### src/rtl/hidden_layer_pkg.sv
// Shared widths, defaults and state encoding for the hidden-layer sequencer.
package hidden_layer_pkg;

  localparam int unsigned NUM_NEURONS_DEF = 4;
  localparam int unsigned W_W_DEF         = 8;
  localparam int unsigned ACC_W_DEF       = 10;
  localparam int unsigned X_W_DEF         = 4;

  typedef enum logic [1:0] {
    ST_IDLE    = 2'd0,
    ST_ISSUE   = 2'd1,
    ST_CAPTURE = 2'd2,
    ST_DONE    = 2'd3
  } state_t;

endpackage

### src/rtl/hidden_weight_bank.sv
// Per-neuron packed weight register file: one synchronous write port, one
// asynchronous read port, cleared by reset.
module hidden_weight_bank #(
  parameter int unsigned DEPTH  = 4,
  parameter int unsigned ADDR_W = 2,
  parameter int unsigned DATA_W = 32
) (
  input  logic              clk,
  input  logic              rst_n,
  input  logic              wr_en,
  input  logic [ADDR_W-1:0] wr_addr,
  input  logic [DATA_W-1:0] wr_data,
  input  logic [ADDR_W-1:0] rd_addr,
  output logic [DATA_W-1:0] rd_data
);

  logic [DATA_W-1:0] bank_q [DEPTH];

  always_ff @(posedge clk or negedge rst_n) begin
    if (!rst_n) begin
      for (int k = 0; k < int'(DEPTH); k++) bank_q[k] <= '0;
    end else if (wr_en) begin
      for (int k = 0; k < int'(DEPTH); k++) begin
        if (wr_addr == ADDR_W'(k)) bank_q[k] <= wr_data;
      end
    end
  end

  assign rd_data = bank_q[rd_addr];

endmodule

### src/rtl/hidden_layer_sequencer.sv
// Time-multiplexes one shared hidden_neuron datapath across NUM_NEURONS logical
// neurons and gathers the activations into a layer result vector.
module hidden_layer_sequencer
  import hidden_layer_pkg::*;
#(
  parameter int unsigned NUM_NEURONS = NUM_NEURONS_DEF,
  parameter int unsigned ADDR_W      = 2,
  parameter int unsigned W_W         = W_W_DEF,
  parameter int unsigned ACC_W       = ACC_W_DEF,
  parameter int unsigned X_W         = X_W_DEF
) (
  input  logic                       clk_i,
  input  logic                       rst_i,
  input  logic                       start_i,
  input  logic [X_W-1:0]             x_i,
  input  logic                       wr_en_i,
  input  logic [ADDR_W-1:0]          wr_addr_i,
  input  logic [X_W*W_W-1:0]         wr_data_i,
  output logic                       busy_o,
  output logic                       done_o,
  output logic                       layer_valid_o,
  output logic [NUM_NEURONS*ACC_W-1:0] layer_o,
  output logic                       wr_err_o,
  output logic                       nrn_en_o,
  output logic [X_W-1:0]             nrn_x_o,
  output logic [X_W*W_W-1:0]         nrn_w_o,
  input  logic [ACC_W-1:0]           nrn_result_i
);

  localparam int unsigned WORD_W = X_W * W_W;

  state_t            state, state_next;
  logic [ADDR_W-1:0] idx;
  logic [X_W-1:0]    x_q;
  logic              last;
  logic              start_acc;
  logic              wr_ok;
  logic              wr_bad;
  logic              busy_d, done_d, en_d;

  assign last      = (idx == ADDR_W'(NUM_NEURONS - 1));
  assign start_acc = (state == ST_IDLE) && start_i;
  assign wr_ok     = wr_en_i && (state == ST_IDLE) && (32'(wr_addr_i) < NUM_NEURONS);
  assign wr_bad    = wr_en_i && !wr_ok;

  // State register
  always_ff @(posedge clk_i or negedge rst_i) begin
    if (!rst_i) state <= ST_IDLE;
    else        state <= state_next;
  end

  // Next-state logic
  always_comb begin
    state_next = state;
    case (state)
      ST_IDLE:    if (start_i) state_next = ST_ISSUE;
      ST_ISSUE:   state_next = ST_CAPTURE;
      ST_CAPTURE: state_next = last ? ST_DONE : ST_ISSUE;
      ST_DONE:    state_next = ST_IDLE;
      default:    state_next = ST_IDLE;
    endcase
  end

  // Output decode on the upcoming state so the flops line up with the state
  always_comb begin
    busy_d = 1'b0;
    done_d = 1'b0;
    en_d   = 1'b0;
    busy_d = (state_next != ST_IDLE);
    done_d = (state_next == ST_DONE);
    en_d   = (state_next == ST_ISSUE);
  end

  always_ff @(posedge clk_i or negedge rst_i) begin
    if (!rst_i) begin
      busy_o   <= 1'b0;
      done_o   <= 1'b0;
      nrn_en_o <= 1'b0;
    end else begin
      busy_o   <= busy_d;
      done_o   <= done_d;
      nrn_en_o <= en_d;
    end
  end

  // Input latch, neuron index, result capture and sticky flags
  always_ff @(posedge clk_i or negedge rst_i) begin
    if (!rst_i) begin
      x_q           <= '0;
      idx           <= '0;
      layer_o       <= '0;
      layer_valid_o <= 1'b0;
      wr_err_o      <= 1'b0;
    end else begin
      if (start_acc) begin
        x_q           <= x_i;
        idx           <= '0;
        layer_valid_o <= 1'b0;
      end
      if (state == ST_CAPTURE) begin
        for (int k = 0; k < int'(NUM_NEURONS); k++) begin
          if (idx == ADDR_W'(k)) layer_o[k*ACC_W +: ACC_W] <= nrn_result_i;
        end
        if (!last) idx <= idx + ADDR_W'(1);
      end
      if (state == ST_DONE) layer_valid_o <= 1'b1;
      if (wr_bad)           wr_err_o      <= 1'b1;
    end
  end

  hidden_weight_bank #(
    .DEPTH  (NUM_NEURONS),
    .ADDR_W (ADDR_W),
    .DATA_W (WORD_W)
  ) u_bank (
    .clk     (clk_i),
    .rst_n   (rst_i),
    .wr_en   (wr_ok),
    .wr_addr (wr_addr_i),
    .wr_data (wr_data_i),
    .rd_addr (idx),
    .rd_data (nrn_w_o)
  );

  assign nrn_x_o = x_q;

endmodule

### config.mk
export PLATFORM = sky130hd
export DESIGN_NAME = hidden_layer_sequencer
export DESIGN_NICKNAME = d
export VERILOG_FILES = /design/src/rtl/hidden_layer_pkg.sv /design/src/rtl/hidden_weight_bank.sv /design/src/rtl/hidden_layer_sequencer.sv
export SDC_FILE = /design/constraint.sdc
export NUM_CORES = 1
export LEC_CHECK = 0
export CAP_MARGIN = 0
export CORE_ASPECT_RATIO = 0.7
export CORE_MARGIN = 3
export CORE_UTILIZATION = 53
export DETAILED_ROUTE_END_ITERATION = 10
export PLACE_DENSITY = 0.8
export SLEW_MARGIN = 25
export SYNTH_ARGS = -nofsm -noshare
export SYNTH_HDL_FRONTEND = slang
export SYNTH_HIERARCHICAL = 1
export SYNTH_SLANG_ARGS = --single-unit
### constraint.sdc
create_clock -name clk_i -period 2.34 [get_ports clk_i]
set_input_delay 0.351 -clock clk_i [delete_from_list [all_inputs] [get_ports clk_i]]
set_output_delay 0.351 -clock clk_i [all_outputs]
set_load 0.01 [all_outputs]
* Word level (Yosys, flattened, before mapping)
Index checks and enable logic that the tools add are counted.
Cells by class: add/subtract/negate cells 1, bitwise logic cells 1, muxes and demuxes 11, reductions and logical operators 17, magnitude comparators 1, equal/unequal tests 11
Operators with widths (count):
- 32-bit binary-select mux with 2-bit select | 1
- 32-bit 2-to-1 mux | 2
- 2-bit AND reduction | 8
- 2-bit equality test, second input constant | 7
- 2-bit 2-to-1 mux | 5
- 2-bit by 1-bit equality test with 1-bit output, second input constant | 4
- 2-bit one-hot mux with 4 select lines | 1
- 2-bit logical NOT | 3
- 2-bit nonzero test | 2
- 3-bit >= comparator, second input constant | 1
- 1-bit logical AND | 3
- 2-bit NOT with 3-bit output | 1
- 2-bit by 1-bit adder with 2-bit output, second input constant | 1
- 1-bit 2-to-1 mux | 2
- 1-bit logical NOT | 1
Word-level totals: word-level logic and storage cells 58, output and inout port bits 81, input port bits 52, register bits after elaboration 181

* Longest topological paths before layout
Gate-level depths: netlist (run 1).
depth in word-level cells 5, depth in mapped cells 5, mapped depth without buffers 4

* Cells and area by module
The synthesis (run 1) kept the hierarchy.
By module, submodules not included:
- hidden_weight_bank | area each 5504.0 um^2, instances 1, cells an instance 311, seq. area each 3203.1 um^2
- hidden_layer_sequencer | area each 2098.3 um^2, instances 1, cells an instance 133, seq. area each 1326.3 um^2

* Worst setup path before layout (run 1)
Ideal clock, no wire load.
path kind reg-to-reg, start point reg state[1], end point reg u_bank/bank_q[118] (netlist bit), data required time 2215 ps, arrival 1803 ps, clock period less this slack 1928 ps, stages on the path, launching flop included 6, setup slack 412 ps, library setup time 125 ps, path buffers 2, cells stage by stage dfrtp_1 > clkbuf_1 > nor3b_1 > nor3b_2 > buf_4 > mux2_2
On the way: longest elaborated chain between the ends 3
Ends and longest elaborated chain:
- start: declaration | line hidden_layer_sequencer.sv:32 | state_t state, state_next;
- start signal: assignment | line hidden_layer_sequencer.sv:49 | else state <= state_next;
- 2-bit logical NOT | line hidden_layer_sequencer.sv:43 | assign wr_ok = wr_en_i && (state == ST_IDLE) && (32'(wr_addr_i) < NUM_NEURONS);
- 1-bit logical AND | line hidden_layer_sequencer.sv:43
- named net wr_ok | line hidden_layer_sequencer.sv:37 | logic wr_ok;
- 2-bit AND reduction (no line)
- end signal: indexed assignment | line hidden_weight_bank.sv:24 | if (wr_addr == ADDR_W'(k)) bank_q[k] <= wr_data;
- end: declaration | line hidden_weight_bank.sv:17 | logic [DATA_W-1:0] bank_q [DEPTH];
The timed path passes the listed nets, and every way through them passes these cells. A chain may end at the register's enable or synchronous reset.

* Final worst setup path (run 1)
start point reg idx[0], end point out nrn_w_o[18]
On the way: longest elaborated chain between the ends 4
Ends and longest elaborated chain:
- start: declaration | line hidden_layer_sequencer.sv:33 | logic [ADDR_W-1:0] idx;
- start signal: assignment | line hidden_layer_sequencer.sv:104 | if (!last) idx <= idx + ADDR_W'(1);
- 2-bit NOT with 3-bit output (not written as such) | line hidden_weight_bank.sv:29 | assign rd_data = bank_q[rd_addr];
- 32-bit binary-select mux with 2-bit select | line hidden_weight_bank.sv:29
- 32-bit 2-to-1 mux (not written as such) (2 in a row) | line hidden_weight_bank.sv:29
- end: declaration | line hidden_layer_sequencer.sv:26 | output logic [X_W*W_W-1:0] nrn_w_o,
No other way between the ends. The select of a mux whose other input is x is not followed.

==> qor.txt, run 1 <==
Status = complete, no violations
Area Growth Syn to Fin = 29.9%
H-tree depth = 4
Hpwl dp = 10.8 mm
Slowest-stage cell, CP = mux4_2
Worst-margin pin slew = 0.627 ns
Crit-path most repeated cell = buf_12
WS Path Type = reg -> out
Multi-input gate area = 0.00294 mm^2
CP Data Required Time = 1.99 ns
Crit path buf inv count = 3
Antenna violations before repair = 0
Final Cell Area = 0.00988 mm^2
Crit-path cells = buf_12 -> buf_12 -> mux4_2 -> dlygate4sd2_1
Async S/R FF share, synth = 1.00
Period utilization = 0.969
Cell Area, Synth = 0.00760 mm^2
Drt total wl = 16.3 mm
Max-cap violations = 0
Skew-Pair Late Insertion Delay = 0.43 ns
Post-route setup slack = 0.0728 ns
Dpl ws = 0.171 ns
Die H = 106 um
Worst-path maximum fanout = 9
CP endpoint kind = output port
Area leader, netlist = dfrtp_1
Count leader, synth = dfrtp_1
Endpoints failing hold = 0
Gpl congestion = 0.766
DR vias/cell = 5.52
# port buffers = 132
FF+latch count, synth = 181
Num CTS Buffers = 17
Post-synth top cells = dfrtp_1, mux2_2, mux4_2
Placed insts = 759
Placed Area = 0.00927 mm^2
Wire per inst = 20.4 um
Crit path max-delay family = buffers and inverters
Die ar. = 0.0158 mm^2
Top FF cell, synth = dfrtp_1
# IOs = 133
Synth area leaders = dfrtp_1, mux2_2, mux4_2
Diodes inserted = 0
Detailed-router iteration count before antenna repair = 4
Initial Utilization = 0.560
Core area = 0.0136 mm^2
Die X = 149 um
Sequential cell area = 0.00453 mm^2
First-pass GRT wire length = 26.9 mm
Maximum VDD drop = 0.746 mV
Mapped Nets = 500
Worst Path Arrival = 1.92 ns
Rows = 35
Synth warnings = 6
Congestion Overflow GR = 0
Layout fillers = 861
Standby leakage power = 4.25 nW
Slew margin rel. = 0.582
Routed Antenna Nets = 0
Synth cell types = 27
Total global routing track utilization = 0.220
Finished Core Util = 0.728
Clock Sinks = 181
Final #Nets = 655
Max-slew violation count = 0
Initial drt markers = 200
PD cells = 1410 mW/mm^2
Clock transition at path regs = 0.07 ns
Sequential share of the synthesized area = 0.596
Syn Area/Cell = 17.1 um^2
FMAX = 441 MHz
Endpoints failing setup = 0
DRC violations left = 0
Worst min path class = reg -> reg
Via count = 4402
RSZ-0062 raised after global routing = no
Clk_skew = 0.0109 ns
Startpoint types = register
Post-Syn Instances = 444
Finished Layout Cells = 797
Setup TNS = 0 ns
Max stage delay on crit path = 0.50 ns
Final Critical Period = 2.27 ns
Root buffer cell = clkbuf_16
Vias in the first global route = 4940
Min Hold Slack = 0.470 ns
EDFF count, synth = 0
Largest net degree at the start of global routing = 67
Post-synth top area share = 0.596
Total power = 13.9 mW
Clock Path Buffers = 2
CTS tree = yes
Layout cells sized above 1 = 0.443
## placed cells by master (no fill, tap or decap), drive strengths merged, types with 4 or more instances in the layout
| cell type | count |
|---|---|
| mux2 | 172 |
| dlygate4sd2 | 27 |
| clkdlybuf4s50 | 99 |
| buf | 26 |
| dfrtp | 181 |
| nand2 | 6 |
| clkdlybuf4s15 | 4 |
| inv | 9 |
| clkinv | 6 |
| mux4 | 32 |
| ha | 4 |
| clkbuf | 20 |
## path summary, 6_finish.rpt
path | startpoint | end | slack [ns] | cells past startpoint
max in group asynchronous | rst_i | u_bank/bank_q[98] | 1.03 | 3
worst max register to register | state[0] | u_bank/bank_q[114] | 0.43 | 5
min in group asynchronous | rst_i | nrn_x_o[3] | 0.49 | 2
worst min register to register | wr_err_o | wr_err_o | 0.47 | 1
worst min-delay path | wr_err_o | wr_err_o | 0.47 | 1
worst max-delay path | idx[0] | nrn_w_o[18] | 0.07 | 4
## timing repair
action	4_1_cts	5_1_grt
hold buffers	1	0
setup endpoints to repair	32	5
buffers inserted	3	2
resized for setup	37	3
endpoints found under the hold margin	61	0
cloned	0	0
## flip-flops by register name, indices dropped and copies added, names as in the netlist
| name | flops |
|---|---|
| layer_o | 40 |
| idx | 2 |
| state | 2 |
| done_o | 1 |
| nrn_en_o | 1 |
| wr_err_o | 1 |
| layer_valid_o | 1 |
| u_bank/bank_q | 128 |
| nrn_x_o | 4 |
| busy_o | 1 |
## cell families (layout without fill, tap and decap cells)
group           after synthesis  after routing  synth area share
flops                       181            181             0.596
mux                         204            204             0.354
buf+inv                      26            194            0.0189
fa+ha+maj                     4              4           0.00658
compound gates                8              8           0.00708
simple gates                 21             21            0.0181
## power breakdown
part | switching (mW) | total (mW) | internal (mW)
combinational | 2.16 | 5.69 | 3.53
clock | 1.27 | 2.73 | 1.45
sequential | 0.812 | 5.50 | 4.68
## layer usage
layer / GRT usage / share of wire / up-vias
met5: 0 / 0 / -
met4: 0.0516 / 0.010 / 0
met3: 0.0558 / 0.047 / 13
met2: 0.355 / 0.48 / 99
met1: 0.306 / 0.46 / 2336
li1: - / - / 1954
## layout make-up
class,count,area share
timing repair buffer,158,0.161
clock buffer,19,0.0459
tap,185,0.0234
multi-input combinational,237,0.298
sequential,181,0.459
inverter,4,0.00152
clock inverter,13,0.0122
No activity file was read; power rests on OpenSTA's default activity.
==> inputs of run 2 (changes only) <==
--- a/config.mk
+++ b/config.mk
@@ -11,7 +11,6 @@
 export CORE_UTILIZATION = 53
 export DETAILED_ROUTE_END_ITERATION = 10
 export PLACE_DENSITY = 0.8
-export SLEW_MARGIN = 25
 export SYNTH_ARGS = -nofsm -noshare
 export SYNTH_HDL_FRONTEND = slang
 export SYNTH_HIERARCHICAL = 1
==> results of run 2 <==
Same layout as run 1: the final DEF is identical, and so are final timing and power.
